`src/rtl/interleaver_pkg.sv`:
```
// ============================================================================
// Package     : interleaver_pkg
// Description : Shared block sizes, CRC polynomials, state and block-size
//               encodings for the CRC attach stage and interleaver_fsm.
// Revision    : 1.0 - initial release
// ============================================================================
`default_nettype none

package interleaver_pkg;

  localparam int K_SMALL = 1056;
  localparam int K_LARGE = 6144;
  localparam int CRC_W   = 24;
  localparam int CNT_W   = 13;

  localparam logic [CRC_W-1:0] CRC_POLY    = 24'h864CFB;  // CRC-24A
  localparam logic [CRC_W-1:0] CRC24B_POLY = 24'h800063;  // CRC-24B

  // Block-size code as seen on interleaver_fsm block_size
  localparam logic BS_SMALL = 1'b0;
  localparam logic BS_LARGE = 1'b1;

  typedef enum logic [2:0] {
    ST_IDLE  = 3'd0,
    ST_START = 3'd1,
    ST_WAIT  = 3'd2,
    ST_DATA  = 3'd3,
    ST_CRC   = 3'd4,
    ST_DONE  = 3'd5
  } state_t;

  // Index of the last payload bit for the given block-size code
  function automatic logic [CNT_W-1:0] last_payload_idx(input logic size);
    return (size == BS_LARGE) ? CNT_W'(K_LARGE - CRC_W - 1)
                              : CNT_W'(K_SMALL - CRC_W - 1);
  endfunction

endpackage

`default_nettype wire

```
`src/rtl/crc24_lfsr.sv`:
```
// ============================================================================
// Module      : crc24_lfsr
// Description : MSB-first CRC-24 LFSR; compute mode folds din in, drain mode
//               shifts the remainder out on dout, zero-filling.
// Revision    : 1.0 - initial release
// ============================================================================
`default_nettype none

module crc24_lfsr
  import interleaver_pkg::*;
(
  input  logic             clk,
  input  logic             reset_n,
  input  logic             clr,
  input  logic             shift_en,
  input  logic             mode,
  input  logic             din,
  input  logic [CRC_W-1:0] poly,
  output logic             dout
);

  logic [CRC_W-1:0] r_lfsr;
  logic             w_fb;

  // Forcing feedback low in drain mode turns the update into a plain shift
  assign w_fb = ~mode & (din ^ r_lfsr[CRC_W-1]);

  always_ff @(posedge clk or negedge reset_n) begin
    if (!reset_n) begin
      r_lfsr <= '0;
    end else if (clr) begin
      r_lfsr <= '0;
    end else if (shift_en) begin
      r_lfsr <= {r_lfsr[CRC_W-2:0], 1'b0} ^ (w_fb ? poly : '0);
    end
  end

  assign dout = r_lfsr[CRC_W-1];

endmodule

`default_nettype wire

```
`src/rtl/crc24_attach.sv`:
```
// ============================================================================
// Module      : crc24_attach
// Description : Accepts a serial payload, appends CRC-24 and streams the
//               K-bit block to interleaver_fsm. Optional CRC24_POLY_SEL_EN
//               adds in_poly_sel to choose CRC-24B per block.
// Revision    : 1.0 - initial release
// ============================================================================
`default_nettype none

module crc24_attach
  import interleaver_pkg::*;
(
  input  logic clk,
  input  logic reset_n,
  input  logic in_start,
  input  logic in_size,
`ifdef CRC24_POLY_SEL_EN
  input  logic in_poly_sel,
`endif
  input  logic in_valid,
  input  logic in_data,
  output logic in_ready,
  output logic crc_start,
  output logic block_size,
  output logic crc_valid,
  output logic crc_data,
  output logic crc_end,
  output logic busy,
  output logic err
);

  state_t           r_state;
  state_t           w_next;
  logic [CNT_W-1:0] r_cnt;
  logic             r_size;
  logic             r_crc_start;
  logic             r_crc_valid;
  logic             r_crc_data;
  logic             w_accept;
  logic             w_abort;
  logic             w_last_pay;
  logic             w_last_crc;
  logic             w_in_crc;
  logic             w_lfsr_out;
  logic [CRC_W-1:0] w_poly;

  assign w_accept   = (r_state == ST_DATA) & in_valid;
  assign w_abort    = (r_state == ST_DATA) & ~in_valid;
  assign w_last_pay = w_accept & (r_cnt == last_payload_idx(r_size));
  assign w_in_crc   = (r_state == ST_CRC);
  assign w_last_crc = w_in_crc & (r_cnt == CNT_W'(CRC_W - 1));

`ifdef CRC24_POLY_SEL_EN
  logic r_poly_sel;

  always_ff @(posedge clk or negedge reset_n) begin
    if (!reset_n) begin
      r_poly_sel <= 1'b0;
    end else if (r_state == ST_IDLE) begin
      r_poly_sel <= in_start & in_poly_sel;
    end
  end

  assign w_poly = r_poly_sel ? CRC24B_POLY : CRC_POLY;
`else
  assign w_poly = CRC_POLY;
`endif

  always_ff @(posedge clk or negedge reset_n) begin
    if (!reset_n) begin
      r_state <= ST_IDLE;
    end else begin
      r_state <= w_next;
    end
  end

  always_comb begin
    w_next = r_state;
    case (r_state)
      ST_IDLE:  if (in_start) w_next = ST_START;
      ST_START: w_next = ST_WAIT;
      ST_WAIT:  w_next = ST_DATA;
      // Abort is checked first so a stall on the last bit still aborts
      ST_DATA: begin
        if (w_abort)         w_next = ST_IDLE;
        else if (w_last_pay) w_next = ST_CRC;
      end
      ST_CRC:   if (w_last_crc) w_next = ST_DONE;
      ST_DONE:  w_next = ST_IDLE;
      default:  w_next = ST_IDLE;
    endcase
  end

  // One counter serves both phases: payload index, then CRC bit index
  always_ff @(posedge clk or negedge reset_n) begin
    if (!reset_n) begin
      r_cnt <= '0;
    end else if ((w_accept & ~w_last_pay) | (w_in_crc & ~w_last_crc)) begin
      r_cnt <= r_cnt + 1'b1;
    end else begin
      r_cnt <= '0;
    end
  end

  always_ff @(posedge clk or negedge reset_n) begin
    if (!reset_n) begin
      r_size <= BS_SMALL;
    end else if (r_state == ST_IDLE) begin
      r_size <= in_start ? in_size : BS_SMALL;
    end
  end

  crc24_lfsr u_lfsr (
    .clk      (clk),
    .reset_n  (reset_n),
    .clr      ((r_state == ST_START) | w_abort),
    .shift_en (w_accept | w_in_crc),
    .mode     (w_in_crc),
    .din      (in_data),
    .poly     (w_poly),
    .dout     (w_lfsr_out)
  );

  always_ff @(posedge clk or negedge reset_n) begin
    if (!reset_n) begin
      r_crc_start <= 1'b0;
      r_crc_valid <= 1'b0;
      r_crc_data  <= 1'b0;
    end else begin
      r_crc_start <= (r_state == ST_START);
      r_crc_valid <= w_accept | w_in_crc;
      r_crc_data  <= w_accept ? in_data : (w_in_crc & w_lfsr_out);
    end
  end

  assign in_ready   = (r_state == ST_DATA);
  assign crc_start  = r_crc_start;
  assign block_size = r_size;
  assign crc_valid  = r_crc_valid;
  assign crc_data   = r_crc_data;
  assign crc_end    = w_abort;
  assign err        = w_abort;
  assign busy       = (r_state != ST_IDLE);

endmodule

`default_nettype wire

```
`config.mk`:
```
export PLATFORM = sky130hd
export DESIGN_NAME = crc24_attach
export DESIGN_NICKNAME = d
export VERILOG_FILES = /design/src/rtl/interleaver_pkg.sv /design/src/rtl/crc24_lfsr.sv /design/src/rtl/crc24_attach.sv
export SDC_FILE = /design/constraint.sdc
export NUM_CORES = 1
export LEC_CHECK = 0
export ABC_CLOCK_PERIOD_IN_PS = 3100
export CORE_UTILIZATION = 59
export DETAILED_ROUTE_END_ITERATION = 7
export PLACE_DENSITY = 0.84
export REMOVE_ABC_BUFFERS = 1
export SYNTH_ARGS = -nofsm -noshare
export SYNTH_HDL_FRONTEND = slang
export SYNTH_HIERARCHICAL = 1
export SYNTH_SLANG_ARGS = --single-unit
```
`constraint.sdc`:
```
create_clock -name clk -period 3.1 [get_ports clk]
set_clock_uncertainty 0.2 [all_clocks]
set_input_delay 0.31 -clock clk [delete_from_list [all_inputs] [get_ports clk]]
set_output_delay 0.31 -clock clk [all_outputs]
set_load 0.01 [all_outputs]
```
=== Word-level counts from Yosys, hierarchy flattened ===
Index checks and enable logic that the tools add are counted.

* Add/sub/neg operators: 1
* Multipliers: 0
* Divide/modulo/power cells: 0
* Order comparisons: 0
* Equality and inequality tests: 9
* Shift-type cells: 0
* Mux-type cells: 12
* Bitwise gates (word level): 17
* Reduce and logical (&&, ||, !) cells: 4

{| class="wikitable"
|+ Operators by type and width
! operator !! number
|-
| $mux 24 || 3
|-
| $mux 13 || 2
|-
| $xor 24x24->24 || 1
|-
| $pmux 3 s5 || 1
|-
| $add 13x1->13 const B || 1
|-
| $eq 13x13->1 || 1
|-
| $eq 13x5->1 const B || 1
|-
| $mux 3 || 4
|-
| $and 1x1->1 || 8
|-
| $eq 3x2->1 const B || 2
|-
| $ne 2x2->1 const B || 2
|-
| $not 1->1 || 4
|-
| $eq 3x1->1 const B || 1
|-
| $eq 3x3->1 const B || 1
|-
| $logic_not 3->1 || 1
|-
| $ne 3x1->1 const B || 1
|-
| $or 1x1->1 || 3
|-
| $reduce_and 3->1 || 1
|-
| $reduce_bool 3->1 || 1
|-
| $mux 1 || 2
|-
| $reduce_bool 2->1 || 1
|-
| $xor 1x1->1 || 1
|}

* Register bits after elaboration: 44
* Bits in latches: 0
* Bits in writable memories: 0
* Memory bits (read-only): 0
* Input bits: 6
* Logic and storage cells: 50
* Memories kept: 0

=== Depth between registers and ports, before layout ===
* Word-level depth: 7
* Gate-level depth with buffers: 8
* Mapped depth without buffers: 5

=== Cells and area by module ===
Netlist, hierarchy kept.

{| class="wikitable"
|+ By module, submodules not included
! module !! times used !! cells an instance !! area each (sq um) !! seq. area each (sq um)
|-
| crc24_lfsr || 1 || 157 || 1,416.4 || 600.6
|-
| crc24_attach || 1 || 102 || 1,114.8 || 500.5
|}

=== Worst setup path before layout ===
Ideal clock, no wire load.

* Path kind: flip-flop to flip-flop
* Start: reg r_state[2]
* End: reg u_lfsr.r_lfsr[3]
* Library setup time: 96 ps
* Arrival time: 1,900 ps
* Data required time: 2,804 ps
* Setup slack: 905 ps
* Cell stages (with the launch flop): 8
* Buffers on the path: 2
* Clock period less this slack: 2,195 ps
* Cell sequence: dfrtp_1 -> and3b_1 -> and2_2 -> or2_1 -> clkbuf_1 -> clkbuf_1 -> nor2_1 -> a311oi_2

* Elaborated cells on any way between the ends: 14
* Classes of those cells: eq/ne: 3; mux: 3; bitwise: 7; reduce/logical: 1

{| class="wikitable"
|+ RTL lines
! element !! line !! source
|-
| start, declared || crc24_attach.sv:32 || <nowiki>state_t r_state;</nowiki>
|-
| start signal, assigned || crc24_attach.sv:73 || <nowiki>r_state <= w_next;</nowiki>
|-
| $eq 3x2->1 (*) || - ||
|-
| via in_ready || crc24_attach.sv:22 || <nowiki>output logic in_ready,</nowiki>
|-
| $and 1x1->1 (on tied branches) || crc24_attach.sv:48, crc24_attach.sv:47 ||
|-
| $or 1x1->1 (on tied branches) || crc24_attach.sv:116, crc24_attach.sv:117 ||
|-
| $mux 24 / $reduce_bool 2->1 (equally long branches) || - ||
|-
| end signal, assigned || crc24_lfsr.sv:34 || <nowiki>r_lfsr <= {r_lfsr[CRC_W-2:0], 1'b0} ^ (w_fb ? poly : '0);</nowiki>
|-
| end, declared || crc24_lfsr.sv:22 || <nowiki>logic [CRC_W-1:0] r_lfsr;</nowiki>
|}

The timed path passes the listed nets; every way through them passes the cells marked *. The select of a mux whose other input is x is not followed.
A chain may end at the register's enable or synchronous reset.

=== Worst setup path after layout ===
* Start: in in_data
* End: reg u_lfsr.r_lfsr[6]

* Cells in the longest elaborated chain, start to end: 6

{| class="wikitable"
|+ RTL lines
! element !! line !! source
|-
| start, declared || crc24_attach.sv:21 || <nowiki>input logic in_data,</nowiki>
|-
| $xor 1x1->1 || crc24_lfsr.sv:26 || <nowiki>assign w_fb = ~mode & (din ^ r_lfsr[CRC_W-1]);</nowiki>
|-
| $and 1x1->1 || crc24_lfsr.sv:26 ||
|-
| $mux 24 || crc24_lfsr.sv:34 ||
|-
| $xor 24x24->24 || crc24_lfsr.sv:34 ||
|-
| $mux 24 || crc24_lfsr.sv:33 || <nowiki>end else if (shift_en) begin</nowiki>
|-
| $mux 24 || crc24_lfsr.sv:31 || <nowiki>end else if (clr) begin</nowiki>
|}

No other way between the ends. The select of a mux whose other input is x is not followed.

==> insert_results.sql <==
INSERT INTO impl_metrics (metric_group, metric, value, unit) VALUES
('logic_synthesis', 'yosysTopAreaCellShare', '0.435', ''),
('place', 'port-buffer-count', '13', ''),
('sta', 'slew_headroom', '0.201', ''),
('worst_setup_path', 'regToRegStartpoint', 'u_lfsr/r_lfsr[23]', ''),
('cells_and_area', 'fill_cells', '331', ''),
('outcome', 'status', 'finished clean', ''),
('cells_and_area', 'drive_gt1_frac', '0.122', ''),
('power_and_ir_drop', 'power.ir.vdd_worst', '346', 'uV'),
('sta', 'grt_setup_unrepaired', 'false', ''),
('sta', 'final_period_minus_worst_setup_slack', '2.43', 'ns'),
('cts', 'postCtsSetupBuffers', '0', ''),
('global_route', 'initial_antenna_violation_count', '0', ''),
('worst_setup_path', 'timing.critical_path.fanout_max', '35', ''),
('routing', 'wire_per_inst', '13.6', 'um'),
('routing', 'routed_wl', '4590', 'um'),
('worst_hold_path', 'hp-class', 'flip-flop to flip-flop', ''),
('cells_and_area', 'final_cell_count_no_fill', '338', ''),
('power_and_ir_drop', 'comb_power_share', '0.413', ''),
('routing', 'antenna_left', '0', ''),
('sta', 'timing.final.hold_violations', '0', ''),
('floorplanning', 'die-width', '67.5', 'um'),
('routing', 'remaining_drc_errors', '0', ''),
('cts', 'cts.root.buffer_cell', 'clkbuf_8', ''),
('sta', 'final.period_utilization', '0.783', ''),
('cts', 'clk-insertion-delay-late', '0.30', 'ns'),
('job', 'cap_violations', '0', ''),
('cts', 'cts_tree', 'done', ''),
('worst_setup_path', 'critical_path.startpoint', 'in_data', ''),
('logic_synthesis', 'synth_ff_type', 'dfrtp_1', ''),
('logic_synthesis', 'ys_seq_elements', '44', ''),
('logic_synthesis', 'synth.lib_cells_used.distinct', '47', ''),
('global_route', 'grt_start_max_net_pins', '50', ''),
('cts', 'cts.reportedPaths.clkPinSlew', '0.08', 'ns'),
('routing', 'via_per_inst', '5.78', ''),
('logic_synthesis', 'post_synth.cell_area_avg', '9.77', 'sq um'),
('floorplanning', 'floorplan.rows', '23', ''),
('routing', 'num_vias', '1955', ''),
('sta', 'fin_setup_tns', '0', 'ns'),
('logic_synthesis', 'number_of_flops_mapped_to_enable_cells_by_yosys', '0', ''),
('logic_synthesis', 'async_flop_share', '1.00', ''),
('sta', 'tightestPinTransition', '1.19', 'ns'),
('power_and_ir_drop', 'share_clk_of_total_power', '0.180', ''),
('logic_synthesis', 'yosys-top-cells-area', 'dfrtp_1 (43%), a311oi_1 (6.9%), nand2b_1 (6.2%)', ''),
('routing', 'firstDrtPassIters', '4', ''),
('worst_setup_path', 'required', '3.11', 'ns'),
('place', 'dp.final_hpwl', '2860', 'um'),
('power_and_ir_drop', 'seq_power_share', '0.407', ''),
('cells_and_area', 'layout.cells.most_common_list', 'dfrtp_1 (44), nor2_1 (26), nand2b_1 (25)', ''),
('global_route', 'global_route.usage.total', '0.226', ''),
('global_route', 'grt_first_pass_wirelength', '7640', 'um'),
('cells_and_area', 'antenna_cells_inserted', '0', ''),
('place', 'gp_congestion', '0.884', ''),
('cts', 'cts_inserted_buffers', '5', ''),
('sta', 'worst_hold_slack', '0.268', 'ns'),
('floorplanning', 'floorplan.core_area', '4060', 'sq um'),
('sta', 'timing.final.max_slew_violations', '0', ''),
('logic_synthesis', 'yosys_warnings', '6', ''),
('routing', 'detail_route.iter0.violations', '174', ''),
('power_and_ir_drop', 'power_switching', '800', 'uW'),
('logic_synthesis', 'synth_top_cell_by_area', 'dfrtp_1', ''),
('worst_hold_path', 'hold_path.startpoint', 'r_cnt[0]', ''),
('logic_synthesis', 'mapped_cell_area', '2530', 'sq um'),
('floorplanning', 'design.portCount', '14', ''),
('floorplanning', 'initial_core_util', '0.624', ''),
('global_route', 'grt-ovfl-total', '0', ''),
('cts', 'numClockSinks', '44', ''),
('worst_setup_path', 'start_kind', 'primary input', ''),
('place', 'placedCellCount', '329', ''),
('floorplanning', 'dieHeight', '67.5', 'um'),
('sta', 'maxClockFrequency', '412', 'MHz'),
('worst_setup_path', 'setup.worst_path.class', 'primary input to flip-flop', '');
worst max-delay path, cell delays in order:
cell             delay [ns]
clkdlybuf4s50_1        0.47
xnor2_2                0.93
buf_4                  0.32
o21ai_0                0.12
a311oi_2               0.27
through the flow:
| stage | worst slack, ns | power (uW) | util | cell area [sq um] |
|---|---|---|---|---|
| floorplan | 0.425 | 1450 | - | 2500 |
| global placement | 0.474 | 1690 | 0.672 | 2730 |
| detailed placement | 0.388 | 1720 | 0.672 | 2730 |
| CTS | 0.714 | 2100 | 0.697 | 2830 |
| global route | 0.537 | 2260 | 0.697 | 2830 |
| finish | 0.673 | 2090 | 0.697 | 2830 |
registers in the layout, summed over array words and instances (netlist names):
signal,flops
crc_start,1
r_state,3
block_size,1
crc_data,1
crc_valid,1
r_cnt,13
u_lfsr/r_lfsr,24
power by group through the flow:
| stage | Combinational (uW) | Clock, uW | Sequential [uW] |
|---|---|---|---|
| floorplan | 615 | 0 | 832 |
| global placement | 840 | 0 | 853 |
| detailed placement | 863 | 0 | 857 |
| CTS | 864 | 386 | 848 |
| global route | 977 | 411 | 875 |
| finish | 863 | 376 | 849 |
path summary, 6_finish.rpt:
check,slack [ns],end,cells after the start
worst min-delay path,0.27,r_cnt[0],1
min in group asynchronous,0.50,u_lfsr/r_lfsr[23],2
worst min register to register,0.27,r_cnt[0],1
max in group asynchronous,1.59,u_lfsr/r_lfsr[2],2
worst max-delay path,0.67,u_lfsr/r_lfsr[6],5
worst max register to register,0.71,u_lfsr/r_lfsr[6],4
cells in the mapped netlist (all sizes together) (3+ instances only):
| master | instances |
|---|---|
| clkbuf | 10 |
| xnor2 | 9 |
| nand4 | 7 |
| nor2b | 3 |
| a21oi | 13 |
| nand2b | 25 |
| a311oi | 23 |
| nand2 | 6 |
| nor2 | 26 |
| xor2 | 3 |
| and2 | 3 |
| dfrtp | 44 |
| or3 | 24 |
| nor4 | 3 |
| o21ai | 25 |
| nand3 | 3 |
| buf | 9 |
| and3 | 3 |
final cells by class:
cell class | count | area (sq um) | area share
inverter | 1 | 3.75 | 0.00133
sequential | 44 | 1100 | 0.389
clock inverter | 2 | 10.0 | 0.00354
timing repair buffer | 18 | 165 | 0.0584
clock buffer | 6 | 82.6 | 0.0292
tap | 50 | 62.6 | 0.0221
multi-input combinational | 217 | 1400 | 0.496
metal layers:
metal,track usage,part of all wire,vias up
met3,0.0557,0.035,7
met4,0.0878,0.015,0
met5,0,0,-
met1,0.308,0.50,933
met2,0.344,0.45,35
li1,-,-,980
repair_timing:
| item | in CTS | in global routing |
|---|---|---|
| hold buffers | 1 | 0 |
| resized for setup | 0 | 0 |
| hold endpoints to repair | 40 | 0 |
cell families (layout without fill, tap and decap cells):
| kind of cell | after synthesis | count (layout) | share of synthesized area |
|---|---|---|---|
| AND/OR/NAND/NOR | 112 | 112 | 0.263 |
| AO/OA/AOI/OAI | 68 | 68 | 0.205 |
| flip-flops | 44 | 44 | 0.435 |
| buffers and inverters | 20 | 27 | 0.0479 |
| XOR/XNOR | 12 | 12 | 0.0415 |
| other | 2 | 24 | 0.00297 |
| adder cells (fa/ha/maj) | 1 | 1 | 0.00494 |
Note: power is estimated with default switching activity, not from simulation.
